==> config.mk <==
export PLATFORM = sky130hd
export DESIGN_NAME = regfile_multiport
export DESIGN_NICKNAME = d
export VERILOG_FILES = /design/src/rtl/regfile_pkg.sv /design/src/rtl/regfile_rdport.sv /design/src/rtl/regfile_multiport.sv
export SDC_FILE = /design/constraint.sdc
export NUM_CORES = 1
export LEC_CHECK = 0
export CAP_MARGIN = 20
export CORE_MARGIN = 10
export CORE_UTILIZATION = 50
export CTS_CLUSTER_SIZE = 30
export DETAILED_ROUTE_END_ITERATION = 8
export GPL_ROUTABILITY_DRIVEN = 0
export PLACE_DENSITY = 0.74
export REMOVE_ABC_BUFFERS = 1
export SETUP_SLACK_MARGIN = 0.05
export SLEW_MARGIN = 30
export SYNTH_ARGS = -nofsm -noshare
export SYNTH_HDL_FRONTEND = slang
export SYNTH_SLANG_ARGS = --single-unit
==> constraint.sdc <==
create_clock -name sysclk -period 2.02 [get_ports sysclk]
set_input_delay 0.404 -clock sysclk [delete_from_list [all_inputs] [get_ports sysclk]]
set_output_delay 0.404 -clock sysclk [all_outputs]
set_load 0.02 [all_outputs]
==> src/rtl/regfile_pkg.sv <==
// Shared constants and helpers for the multiport register file.
package regfile_pkg;

  localparam int REGFILE_DATA_W   = 8;
  localparam int REGFILE_NUM_REGS = 4;
  localparam int REGFILE_NUM_RD   = 2;

  // Widest word the byte-merge helper handles; callers cast to their own width.
  localparam int REGFILE_MAX_W  = 256;
  localparam int REGFILE_MAX_BE = REGFILE_MAX_W / 8;

  function automatic int rf_clog2(input int value);
    int r;
    r = 0;
    for (int i = 0; i < 31; i++) begin
      if ((1 << i) < value) r = i + 1;
    end
    return r;
  endfunction

  function automatic int rf_addr_w(input int num_regs);
    return (rf_clog2(num_regs) < 1) ? 1 : rf_clog2(num_regs);
  endfunction

  function automatic logic [REGFILE_MAX_W-1:0] rf_byte_merge(
    input logic [REGFILE_MAX_W-1:0]  old_v,
    input logic [REGFILE_MAX_W-1:0]  new_v,
    input logic [REGFILE_MAX_BE-1:0] be
  );
    logic [REGFILE_MAX_W-1:0] r;
    r = old_v;
    for (int k = 0; k < REGFILE_MAX_BE; k++) begin
      if (be[k]) r[8*k +: 8] = new_v[8*k +: 8];
    end
    return r;
  endfunction

endpackage

==> src/rtl/regfile_rdport.sv <==
// One registered read lane: range check, optional write bypass (REGFILE_BYPASS_EN),
// rd_data/rd_valid registers and a combinational per-lane error bit.
module regfile_rdport
  import regfile_pkg::*;
#(
  parameter  int DATA_W   = REGFILE_DATA_W,
  parameter  int NUM_REGS = REGFILE_NUM_REGS,
  localparam int ADDR_W   = rf_addr_w(NUM_REGS),
  localparam int BE_W     = DATA_W / 8
) (
  input  logic              sysclk,
  input  logic              rst_n,
  input  logic              clr,
  input  logic              wr_en,
  input  logic [ADDR_W-1:0] wr_addr,
  input  logic [DATA_W-1:0] wr_data,
  input  logic [BE_W-1:0]   wr_be,
  input  logic [DATA_W-1:0] regs [NUM_REGS],
  input  logic              rd_en,
  input  logic [ADDR_W-1:0] rd_addr,
  output logic [DATA_W-1:0] rd_data,
  output logic              rd_valid,
  output logic              rd_err
);

  logic              in_range;
  logic [DATA_W-1:0] stored;
  logic [DATA_W-1:0] rd_data_d;
  logic [DATA_W-1:0] rd_data_q;
  logic              rd_valid_q;

  assign in_range = int'(rd_addr) < NUM_REGS;
  assign stored   = in_range ? regs[rd_addr] : '0;

`ifdef REGFILE_BYPASS_EN
  // A same-edge write or clear is forwarded so the lane sees the post-edge contents.
  always_comb begin
    rd_data_d = stored;
    if (clr) begin
      rd_data_d = '0;
    end else if (wr_en && in_range && (wr_addr == rd_addr)) begin
      rd_data_d = DATA_W'(rf_byte_merge(REGFILE_MAX_W'(stored), REGFILE_MAX_W'(wr_data),
                                        REGFILE_MAX_BE'(wr_be)));
    end
  end
`else
  logic bypass_unused;
  assign bypass_unused = ^{clr, wr_en, wr_addr, wr_data, wr_be};

  always_comb begin
    rd_data_d = stored;
  end
`endif

  assign rd_err = rd_en && !in_range;

  always_ff @(posedge sysclk or negedge rst_n) begin
    if (!rst_n) begin
      rd_data_q  <= '0;
      rd_valid_q <= 1'b0;
    end else begin
      rd_valid_q <= rd_en;
      if (rd_en) rd_data_q <= rd_data_d;
    end
  end

  assign rd_data  = rd_data_q;
  assign rd_valid = rd_valid_q;

endmodule

==> src/rtl/regfile_multiport.sv <==
// Register file: one byte-enabled write port, NUM_RD registered read ports, sync clear.
// Build with REGFILE_BYPASS_EN to forward same-edge writes/clears to the read lanes.
module regfile_multiport
  import regfile_pkg::*;
#(
  parameter  int DATA_W   = REGFILE_DATA_W,
  parameter  int NUM_REGS = REGFILE_NUM_REGS,
  parameter  int NUM_RD   = REGFILE_NUM_RD,
  localparam int ADDR_W   = rf_addr_w(NUM_REGS),
  localparam int BE_W     = DATA_W / 8
) (
  input  logic                     sysclk,
  input  logic                     rst_n,
  input  logic                     clr,
  input  logic                     wr_en,
  input  logic [ADDR_W-1:0]        wr_addr,
  input  logic [DATA_W-1:0]        wr_data,
  input  logic [BE_W-1:0]          wr_be,
  input  logic [NUM_RD-1:0]        rd_en,
  input  logic [NUM_RD*ADDR_W-1:0] rd_addr,
  output logic [NUM_RD*DATA_W-1:0] rd_data,
  output logic [NUM_RD-1:0]        rd_valid,
  output logic                     addr_err
);

  logic [DATA_W-1:0] regs_q [NUM_REGS];
  logic [DATA_W-1:0] regs_d [NUM_REGS];
  logic              wr_in_range;
  logic [NUM_RD-1:0] rd_err;
  logic              addr_err_d;
  logic              addr_err_q;

  assign wr_in_range = int'(wr_addr) < NUM_REGS;

  // Clear wins over a same-cycle write; out-of-range writes are dropped.
  always_comb begin
    for (int i = 0; i < NUM_REGS; i++) regs_d[i] = regs_q[i];
    if (clr) begin
      for (int i = 0; i < NUM_REGS; i++) regs_d[i] = '0;
    end else if (wr_en && wr_in_range) begin
      regs_d[wr_addr] = DATA_W'(rf_byte_merge(REGFILE_MAX_W'(regs_q[wr_addr]),
                                              REGFILE_MAX_W'(wr_data),
                                              REGFILE_MAX_BE'(wr_be)));
    end
  end

  assign addr_err_d = (wr_en && !wr_in_range) || (|rd_err);

  always_ff @(posedge sysclk or negedge rst_n) begin
    if (!rst_n) begin
      for (int i = 0; i < NUM_REGS; i++) regs_q[i] <= '0;
      addr_err_q <= 1'b0;
    end else begin
      regs_q     <= regs_d;
      addr_err_q <= addr_err_d;
    end
  end

  assign addr_err = addr_err_q;

  for (genvar p = 0; p < NUM_RD; p++) begin : g_rd
    regfile_rdport #(
      .DATA_W   (DATA_W),
      .NUM_REGS (NUM_REGS)
    ) u_rdport (
      .sysclk   (sysclk),
      .rst_n    (rst_n),
      .clr      (clr),
      .wr_en    (wr_en),
      .wr_addr  (wr_addr),
      .wr_data  (wr_data),
      .wr_be    (wr_be),
      .regs     (regs_q),
      .rd_en    (rd_en[p]),
      .rd_addr  (rd_addr[p*ADDR_W +: ADDR_W]),
      .rd_data  (rd_data[p*DATA_W +: DATA_W]),
      .rd_valid (rd_valid[p]),
      .rd_err   (rd_err[p])
    );
  end

endmodule
== After elaboration in Yosys (flattened, before gate mapping) ==
Index checks and enable logic that the tools add are counted.

* Memories: 0
* Memory bits (read-only): 0
* Bits in latches: 0
* Input port bits: 21
* Bits in registers: 50
* Bits in writable memories: 0

* Equality and inequality tests: 0
* Order comparisons: 4
* Shift-type cells: 0
* Divide/modulo/power cells: 0
* $mul: 0
* Bitwise logic cells: 3
* Muxes and demuxes: 17
* Add/sub/neg operators: 0
* Reductions and logical operators: 2

{| class="wikitable"
|+ Operator list
! kind !! number
|-
| two-way mux 8 bit || 10
|-
| two-way mux 32 bit || 2
|-
| binary-select mux 8 bit (select 2 bit) || 3
|-
| bitwise mux 32 bit || 1
|-
| demux 8 bit (select 2 bit) || 1
|-
| greater-or-equal comparator 3 bit (second input constant) || 3
|-
| inverter 2 -> 3 bit || 3
|-
| less-than comparator 3 x 1 -> 1 bit (second input constant) || 1
|-
| nonzero test 2 bit || 1
|-
| logical AND 1 bit || 1
|}

== Longest topological paths before layout ==
* Word-level depth: 10
* Gate-level depth with buffers: 5
* Mapped depth without buffers: 3

== By module ==
Synthesis repeated with hierarchy kept, for this count alone.

* Cells, all modules: 244
* Area total of the unflattened synthesis: 2786.4 µm²

{| class="wikitable"
|+ Modules (own cells, without submodules)
! module !! seq. area each (µm²) !! instances !! area each (µm²) !! cells an instance
|-
| regfile_multiport || 825.8 || 1 || 1662.8 || 148
|-
| regfile_rdport || 225.2 || 2 || 561.8 || 48
|}

== Worst setup path after synthesis ==
Ideal clock, no wire load.

* Path type: input -> register
* From: input rd_addr[0]
* To: register g_rd[0].u_rdport.rd_data_q[0]
* Cell stages on the path: 3
* Path slack: 618 ps
* Arrival time: 1277 ps
* Required time: 1895 ps
* Setup time: 125 ps
* Path through: buf_6 > mux4_2 > mux2_2

* Word-level cells in the longest chain between the ends: 4

{| class="wikitable"
|+ Ends and longest elaborated chain
! what !! line !! source
|-
| start, declared || regfile_multiport.sv:20 || <nowiki>input logic [NUM_RD*ADDR_W-1:0] rd_addr,</nowiki>
|-
| inverter 2 -> 3 bit (implied by the code) || regfile_rdport.sv:33 || <nowiki>assign stored = in_range ? regs[rd_addr] : '0;</nowiki>
|-
| binary-select mux 8 bit (select 2 bit) || regfile_rdport.sv:33 ||
|-
| two-way mux 8 bit (implied by the code) (2 in a row) || regfile_rdport.sv:33 ||
|-
| end signal, assigned || regfile_rdport.sv:63 || <nowiki>if (rd_en) rd_data_q <= rd_data_d;</nowiki>
|-
| end, declared || regfile_rdport.sv:29 || <nowiki>logic [DATA_W-1:0] rd_data_q;</nowiki>
|}

Every way passes these cells. The select of a mux whose other input is x is not followed.
A chain may end at the register's enable or synchronous reset.

== Worst setup path after layout ==
* From: register g_rd[1].u_rdport.rd_data_q[0]
* To: output rd_data[8]

{| class="wikitable"
|+ RTL lines
! what !! line !! source
|-
| start, declared || regfile_rdport.sv:29 ||
|-
| start signal, assigned || regfile_rdport.sv:63 ||
|-
| end, declared || regfile_multiport.sv:21 || <nowiki>output logic [NUM_RD*DATA_W-1:0] rd_data,</nowiki>
|}

No word-level cell between the ends.

==> flow_metrics.tcl <==
set metrics [dict create \
    detail_route.wl_per_cell_um 19.20 \
    grt_first_pass_wirelength_um 10220 \
    startpoint_class_of_the_critical_path "register" \
    setup.worst_path.class "reg2out" \
    critical_path.slowest_cell "sky130_fd_sc_hd__clkdlybuf4s50_1" \
    yosysUniqueCellTypes 28 \
    worstSetupPathDepth 1 \
    ioPinCount 40 \
    period_minus_slack_ns 1.679 \
    antenna-diode-count 0 \
    die_area_um2 8902 \
    clock_insertion_delay_worst_skew_ns 0.29 \
    hold_path.class "in2async" \
    cts_tree "built" \
    final_layout_size_suffix_gt1_share_pct 30.25 \
    area_growth_pct 20.19 \
    first_global_vias 1848 \
    outcome "finished, final reports clean" \
    cp.buffers_inverters 1 \
    drt_pre_antenna_iters 4 \
    instances_no_fill 310 \
    critPathMaxStageDelay_ns 0.61 \
    cts-hold-fix-buffers 0 \
    crit_chain "clkdlybuf4s50_1" \
    timing.max_cap.violations 0 \
    synth.yosys.seq_area_share_pct 45.27 \
    crit_fanout 2 \
    fin_crit_sh_pct 83.11 \
    cts_resized 0 \
    cts_made_buffers 5 \
    rows 27 \
    post_cts_buffers 0 \
    syn_inst 201 \
    critical_path.reg2reg.startpoint "regs_q[10]" \
    floorplan.core_area_um2 5439 \
    rsz_0062_raised_after_global_routing "no" \
    worst_r2r_path_depth 2 \
    r2r_slack_ns 0.70 \
    grt_antenna_before_repair 0 \
    timing.setup.tns_ns 0 \
    power_density_nw_per_um2 628.7 \
    design.final.nets 258 \
    cts.sinks 50 \
    number_of_vias_per_cell_after_detailed_routing 5.871 \
    power.ir.vdd_worst_uv 275.6 \
    place.detailed.hpwl_um 4525 \
    synth_warnings 0 \
    post-place-cells 302 \
    grt_start_max_net_pins 51 \
    finalHoldViolations 0 \
    endpoint_of_the_worst_register_to_register_path "g_rd[1].u_rdport.rd_data[2]" \
    crit_arrival_ns 1.27 \
    io_buffer_count 38 \
    nFillCells 443 \
    synth_top_cell_by_area "sky130_fd_sc_hd__dfrtp_1" \
    cts_root_buf "sky130_fd_sc_hd__clkbuf_8" \
    grt.overflow.total 0 \
    fin_skew_ns 0.003365 \
    timing.final.setup_violations 0 \
    critical_path_required_ns 1.62 \
    die_w_um 94.35 \
    synth-seq-cells 50 \
    worst_path_dominant_cell_family "buffers and inverters" \
    htree_levels 2 \
    max_freq_ghz 0.5956 \
    floorplan.die.height_um 94.35 \
    ctsLongestPathBuffers 2 \
    drt_first_iter_violations 94 \
    gr-usage-all-layers_pct 14.36 \
    cell_area_after_synthesis_um2 2764 \
    cellLeakagePower_nw 1.536 \
    routed_wirelength_um 5951 \
    avgSynthCellArea_um2 13.75 \
    drcViolationCount 0 \
    ant_nets 0 \
    dr_total_vias 1820 \
    setup.worst_path.end_class "primary output" \
    finalMaxSlewViolations 0 \
    floorplan.initialDensity_pct 50.82 \
    cts.reportedPaths.clkPinSlew_ns 0.09 \
    synth.top_cell.area_share_pct 45.27 \
    synth_top_cells_by_area "sky130_fd_sc_hd__dfrtp_1, sky130_fd_sc_hd__mux4_2, sky130_fd_sc_hd__mux2_2, sky130_fd_sc_hd__o41ai_2, sky130_fd_sc_hd__mux2i_1" \
]
[power breakdown]
group	internal, W	switching, W	total [W]
registers	0.00104	0.0000312	0.00107
clock network	0.000365	0.000320	0.000685
logic	0.000169	0.000167	0.000336
total	0.00157	0.000519	0.00209
[worst max-delay path by stage]
stage	start	endpoint	slack, ns
final	g_rd[1].u_rdport.rd_data[0]	rd_data[8]	0.34
after global routing	g_rd[1].u_rdport.rd_data[2]	rd_data[10]	0.27
after CTS	g_rd[1].u_rdport.rd_data[0]	rd_data[8]	0.31
after detailed placement	rd_addr[2]	g_rd[1].u_rdport.rd_data[0]	0.04
after global placement	rd_addr[2]	g_rd[1].u_rdport.rd_data[2]	0.07
after floorplan	wr_addr[0]	regs_q[26]	0.75
[cells by family (layout without fill, tap and decap cells)]
group | count (synthesis) | after routing | share of synthesized area [%]
buffers and inverters | 20 | 57 | 5.251
multiplexers | 48 | 48 | 25.35
AND/OR/NAND/NOR | 58 | 58 | 13.13
other | 1 | 1 | 0.1357
AO/OA/AOI/OAI | 24 | 24 | 10.86
flip-flops | 50 | 50 | 45.27
[sequential cells by signal, summed over array words and instances, names as in the netlist]
register                count
regs_q                     32
g_rd.u_rdport.rd_valid      2
g_rd.u_rdport.rd_data      16
[Yosys cell counts]
master / instances
sky130_fd_sc_hd__o41ai_1: 6
sky130_fd_sc_hd__conb_1: 1
sky130_fd_sc_hd__clkbuf_1: 5
sky130_fd_sc_hd__and4bb_2: 1
sky130_fd_sc_hd__nand3_1: 17
sky130_fd_sc_hd__nand4b_2: 1
sky130_fd_sc_hd__nand4b_1: 1
sky130_fd_sc_hd__mux4_2: 16
sky130_fd_sc_hd__mux2i_1: 16
sky130_fd_sc_hd__and2b_1: 4
sky130_fd_sc_hd__buf_6: 6
sky130_fd_sc_hd__buf_8: 1
sky130_fd_sc_hd__buf_4: 3
sky130_fd_sc_hd__a211oi_2: 5
sky130_fd_sc_hd__mux2_2: 16
sky130_fd_sc_hd__nand4_2: 1
sky130_fd_sc_hd__nor2_1: 16
sky130_fd_sc_hd__o41ai_2: 10
sky130_fd_sc_hd__a211oi_1: 3
sky130_fd_sc_hd__nor2b_1: 12
sky130_fd_sc_hd__buf_1: 2
sky130_fd_sc_hd__nand2b_1: 1
sky130_fd_sc_hd__or2_4: 1
sky130_fd_sc_hd__dfrtp_1: 50
sky130_fd_sc_hd__nand3b_4: 2
sky130_fd_sc_hd__or3b_1: 1
sky130_fd_sc_hd__buf_2: 2
sky130_fd_sc_hd__inv_1: 1
[cells in the final DEF (no fill, tap or decap), types with 2 or more instances in the layout]
master,synthesis,layout
sky130_fd_sc_hd__mux2_2,16,16
sky130_fd_sc_hd__a211oi_1,3,3
sky130_fd_sc_hd__nand3_1,17,17
sky130_fd_sc_hd__a211oi_2,5,5
sky130_fd_sc_hd__clkinv_2,0,2
sky130_fd_sc_hd__mux2i_1,16,16
sky130_fd_sc_hd__o41ai_2,10,10
sky130_fd_sc_hd__mux4_2,16,16
sky130_fd_sc_hd__buf_12,0,4
sky130_fd_sc_hd__clkdlybuf4s50_1,0,37
sky130_fd_sc_hd__nor2_1,16,16
sky130_fd_sc_hd__nor2b_1,12,12
sky130_fd_sc_hd__and2b_1,4,4
sky130_fd_sc_hd__o41ai_1,6,6
sky130_fd_sc_hd__clkbuf_8,0,5
sky130_fd_sc_hd__dfrtp_1,50,50
sky130_fd_sc_hd__buf_4,3,6
sky130_fd_sc_hd__nand3b_4,2,2
[layout make-up]
type,count,area [µm²],share of cell area [%]
clock buffers,5,68.82,2.072
clock inverters,3,40.04,1.205
inverters,1,3.754,0.1130
multi-input cells,131,1368,41.17
flip-flops and latches,50,1251,37.66
well taps,72,90.09,2.712
repair buffers,48,500.5,15.07
[metrics by stage]
stage / hold WS (ns) / worst slack [ns] / instance area, µm² / util, % / power (W)
2_1_floorplan: 0.1084 / 0.7491 / 2623 / - / 0.001224
3_3_place_gp: 0.4136 / 0.07215 / 3213 / 59.08 / 0.001418
3_5_place_dp: 0.4150 / 0.04445 / 3213 / 59.08 / 0.001427
4_1_cts: 0.08606 / 0.3101 / 3322 / 61.08 / 0.002120
5_1_grt: 0.09102 / 0.2708 / 3322 / 61.08 / 0.002186
6_report: 0.07194 / 0.3411 / 3322 / 61.08 / 0.002088
[layer usage]
layer  vias to the layer above  share of wire [%]  routed length [µm]  GRT usage, %
li1                        830                  -                   -             -
met5                         -                  0                   0             0
met2                        46                 49                2933         22.71
met1                       940                 45                2689         19.72
met3                         4                4.3                 258         2.220
met4                         0                1.1                  68         4.684
Power figures use the tool's default switching activity.
==> edit 1 (config.mk and constraints unchanged) <==
Add a define of `REGFILE_BYPASS_EN`.
--- a/src/rtl/regfile_rdport.sv
+++ b/src/rtl/regfile_rdport.sv
@@ -1,4 +1,6 @@
 // One registered read lane: range check, optional write bypass (REGFILE_BYPASS_EN),
 // rd_data/rd_valid registers and a combinational per-lane error bit.
+`define REGFILE_BYPASS_EN
+
 module regfile_rdport
   import regfile_pkg::*;
Behaviour: not the same (a bounded check fails within 4 cycles, from zero or initial values and one cycle with rst_n low).
==> edit 1 against the unedited design <==
- critical path depth increased by 4
- clock power increased by 4.8%
- synthesized area increased by 9.7%
- combinational power increased by 27%
- total power increased by 4.8%
- via count increased by 25%
- critical path type is now input pin to flop
- worst setup slack got worse by 0.19 ns
- largest power group unchanged
- routed wire length increased by 29%
- register-to-register slack got worse by 0.14 ns
- sequential cell count unchanged
- synthesized cell count increased by 13%
- fmax decreased by 10%
- cell area increased by 16%
- worst hold slack got worse by 0.012 ns
==> edit 1: results (changes against the unedited design) <==
| Metric | Value |
|---|---|
| WP data arrival | `2.06 ns (+0.79 ns)` |
| Layout Skew | `0.00442 ns (+0.00105 ns)` |
| Reg2Reg Launch Point | `regs_q[21]` |
| Netlist cell types | `30 (+7.1%)` |
| Vias per cell | `6.15 (+4.8%)` |
| WL/cell | `20.8 µm (+8.2%)` |
| #MultiIn Comb | `156 (+19%)` |
| Root Driver | `clkbuf_8` |
| Outcome | `finished clean` |
| Final nets | `315 (+22%)` |
| Clk cell area share | `2.86% (-0.41 points)` |
| M1 GR Usage | `21.1% (+1.3 points)` |
| Post-DP Area | `0.00373 mm² (+16%)` |
| Worst-skew pair later-pin latency | `0.31 ns (+0.02 ns)` |
| Seq/Total Area, Yosys | `41.3% (-4.0 points)` |
| Largest net degree at the start of global routing | `51 (unchanged)` |
| PostCTS Resize Cnt | `0 (unchanged)` |
| Crit path from | `wr_addr[0]` |
| Fill cells | `467 (+5.4%)` |
| Slowest cell on crit path | `mux4_1` |
| CP Max Fanout | `11 (+9)` |
| Fraction of area in multi-input gates | `42.6% (+1.4 points)` |
| Crit end category | `flop` |
| Inverters | `2 (+1)` |
| GR Util met2 | `26.4% (+3.7 points)` |
| Number of global-route vias before repair | `2406 (+30%)` |
| Global-route wire length before repair | `12900 µm (+26%)` |
| Synth top cells by count | `dfrtp_1, o2bb2ai_1, mux4_2` |
| Leakage | `1.52 nW (-1.2%)` |
| Count of clock buffers in the final design | `6 (+1)` |
| Number of non-clock buffers | `79 (+65%)` |
| Initial DRC Count | `147 (+56%)` |
| Total CTS buffers | `5 (unchanged)` |
| VDD IR-drop max | `348 µV (+26%)` |
| Synth top area cells | `dfrtp_1, mux4_2, o2bb2ai_1` |
| Crit-path max cell delay | `0.58 ns (-0.03 ns)` |
| Worst reg2reg path depth | `3 (+1)` |
| Routed length on met1 | `3220 µm (+20%)` |
| DR WL met3 | `603 µm (+130%)` |
| R2r endpoint | `regs_q[5]` |
| Post-detail-place hpwl | `5810 µm (+28%)` |
| Met3 usage | `4.23% (+2.0 points)` |
| Buffering overhead | `19.4% (+4.3 points)` |
| Sequential share of cell area | `32.5% (-5.1 points)` |
| Tot GR Track Use | `16.4% (+2.0 points)` |
| Synth warn | `0 (unchanged)` |
| Metal2 WL | `3760 µm (+28%)` |
| Layout cell share with drive strength beyond 1 | `29.8% (-0.42 points)` |
## edit 1: critical path: cells and delay by family
kind	cells	cell delay [ns]
AOI/OAI and AO/OA	1	0.12
buffers and inverters	2	0.67
muxes	2	0.86
## edit 1: cells by family (layout without fill, tap and decap cells)
group	count (synthesis)	in the layout	share of synthesized area, %
xor gates and xnor gates	4	4	1.65
AOI/OAI and AO/OA	68	68	19.1
buffers and inverters	22	89	5.03
other	1	1	0.124
muxes	32	32	22.5
DFF	50	50	41.3
and+or+nand+nor	51	51	10.3
## edit 1: metrics by stage
stage	util [%]	setup WS [ns]	instances	hold WS, ns
floorplan	-	0.635	208	0.108
global placement	63.0	-0.155	362	0.411
detailed placement	63.0	-0.190	362	0.413
CTS	64.8	0.125	370	0.0791
global route	64.9	0.0679	370	0.0782
finish	64.9	0.150	370	0.0604
## edit 1: where the power goes
group | switching (mW) | total, mW | internal, mW
clock network | 0.348 | 0.718 | 0.370
registers | 0.0189 | 1.04 | 1.03
logic | 0.216 | 0.426 | 0.209
==> edit 2 (same flow settings) <==
Without the edit above. Register the input `wr_data` before use, cleared by the reset. The logic sees it one clock later. The other inputs are not delayed to match.
--- a/src/rtl/regfile_multiport.sv
+++ b/src/rtl/regfile_multiport.sv
@@ -24,4 +24,14 @@
 );
 
+  logic [DATA_W-1:0] wr_data_q;
+
+  always_ff @(posedge sysclk or negedge rst_n) begin
+    if (!rst_n) begin
+      wr_data_q <= '0;
+    end else begin
+      wr_data_q <= wr_data;
+    end
+  end
+
   logic [DATA_W-1:0] regs_q [NUM_REGS];
   logic [DATA_W-1:0] regs_d [NUM_REGS];
@@ -40,5 +50,5 @@
     end else if (wr_en && wr_in_range) begin
       regs_d[wr_addr] = DATA_W'(rf_byte_merge(REGFILE_MAX_W'(regs_q[wr_addr]),
-                                              REGFILE_MAX_W'(wr_data),
+                                              REGFILE_MAX_W'(wr_data_q),
                                               REGFILE_MAX_BE'(wr_be)));
     end
@@ -69,5 +79,5 @@
       .wr_en    (wr_en),
       .wr_addr  (wr_addr),
-      .wr_data  (wr_data),
+      .wr_data  (wr_data_q),
       .wr_be    (wr_be),
       .regs     (regs_q),
Behaviour: not the same (a bounded check fails within 4 cycles, from zero or initial values and one cycle with rst_n low).
==> edit 2 against the unedited design <==
- clock power increased by 43%
- sequential cell count is 8 higher
- routed wire length up 11%
- global-route usage is 0.096 points higher
- cell area is 8.0% higher
- sequential share of layout area up 2.8 points
- largest cell class is now sequential cells
- synthesized area rose by 6.2%
- worst setup slack got worse by 0.065 ns
- via count up 7.0%
- total power increased by 23%
- critical path type unchanged
==> edit 2: results (changes against the unedited design) <==
| Metric | Value |
|---|---|
| Gate count after technology mapping | `211 (+5.0%)` |
| Synth top cells by count | `dfrtp_1, nand3_1` |
| Synth top area cells | `dfrtp_1, mux4_2, mux2_2` |
| Clk pwr share | `38.2% (+5.4 points)` |
| H-tree levels | `3 (+1)` |
| Clock transition at path regs | `0.07 ns (-0.02 ns)` |
| Clk cell area share | `5.13% (+1.9 points)` |
| R2r endpoint | `g_rd[0].u_rdport.rd_data[7]` |
| Number of non-clock buffers | `52 (+8.3%)` |
| Sequential Power | `1.24 mW (+16%)` |
| Post-detail-place hpwl | `4590 µm (+1.4%)` |
| Outcome | `finished clean` |
| GR Util met2 | `23.6% (+0.91 points)` |
| Count of clock buffers in the final design | `15 (+10)` |
| Switch Pwr | `637 µW (+23%)` |
| Reg2Reg Launch Point | `regs_q[15]` |
| Crit-path max cell delay | `0.63 ns (+0.02 ns)` |
| Seq/Total Area, Yosys | `49.4% (+4.2 points)` |
| Layout Skew | `0.00529 ns (+0.00192 ns)` |
| Fraction of area in multi-input gates | `37.0% (-4.2 points)` |
| Buffering overhead | `14.8% (-0.28 points)` |
| Metal2 WL | `3370 µm (+15%)` |
| Sink Count | `58 (+16%)` |
| Util after Layout | `64.0% (+2.9 points)` |
| Sequential share of cell area | `40.5% (+2.8 points)` |
| Total CTS buffers | `9 (+4)` |
| Post-DP Area | `0.00340 mm² (+5.9%)` |
| Setup WS pre-CTS | `0.0168 ns (-0.0277 ns)` |
| Tot GR Track Use | `14.5% (+0.096 points)` |
| Final cell count without fillers | `330 (+6.5%)` |
| M1 GR Usage | `17.2% (-2.6 points)` |
| Largest net degree at the start of global routing | `59 (+16%)` |
| Global-route wire length before repair | `11000 µm (+7.9%)` |
| Fill cells | `435 (-1.8%)` |
| DR WL met3 | `321 µm (+24%)` |
| Placed insts | `314 (+4.0%)` |
| Leakage | `1.64 nW (+6.9%)` |
| Routed length on met1 | `2760 µm (+2.6%)` |
| Worst-skew pair later-pin latency | `0.33 ns (+0.04 ns)` |
| Total Wirelength | `6590 µm (+11%)` |
| Layout cell share with drive strength beyond 1 | `29.8% (-0.41 points)` |
| Hold slack | `0.0589 ns (-0.0130 ns)` |
| Sw Share | `24.9% (+0.037 points)` |
| WP data arrival | `1.34 ns (+0.07 ns)` |
| Final nets | `274 (+6.2%)` |
| Routed vias | `1948 (+7.0%)` |
edit 2: worst max path at each step:
stage / to / cells past startpoint / startpoint / slack (ns)
2_1_floorplan: regs_q[14] / 3 / wr_be / 0.74
3_3_place_gp: g_rd[0].u_rdport.rd_data[7] / 4 / rd_addr[0] / 0.04
3_5_place_dp: g_rd[1].u_rdport.rd_data[4] / 4 / rd_addr[2] / 0.02
4_1_cts: rd_data[10] / 1 / g_rd[1].u_rdport.rd_data[2] / 0.27
5_1_grt: rd_data[10] / 1 / g_rd[1].u_rdport.rd_data[2] / 0.23
6_report: rd_data[3] / 1 / g_rd[0].u_rdport.rd_data[3] / 0.28
edit 2: logic make-up (layout without fill, tap and decap cells):
kind of cell,count (synthesis),in the layout,share of synthesized area (%)
flops,58,58,49.4
other cells,1,1,0.128
simple gates,58,58,11.8
buf+inv,22,69,5.37
compound gates,24,24,9.37
mux,48,48,23.9
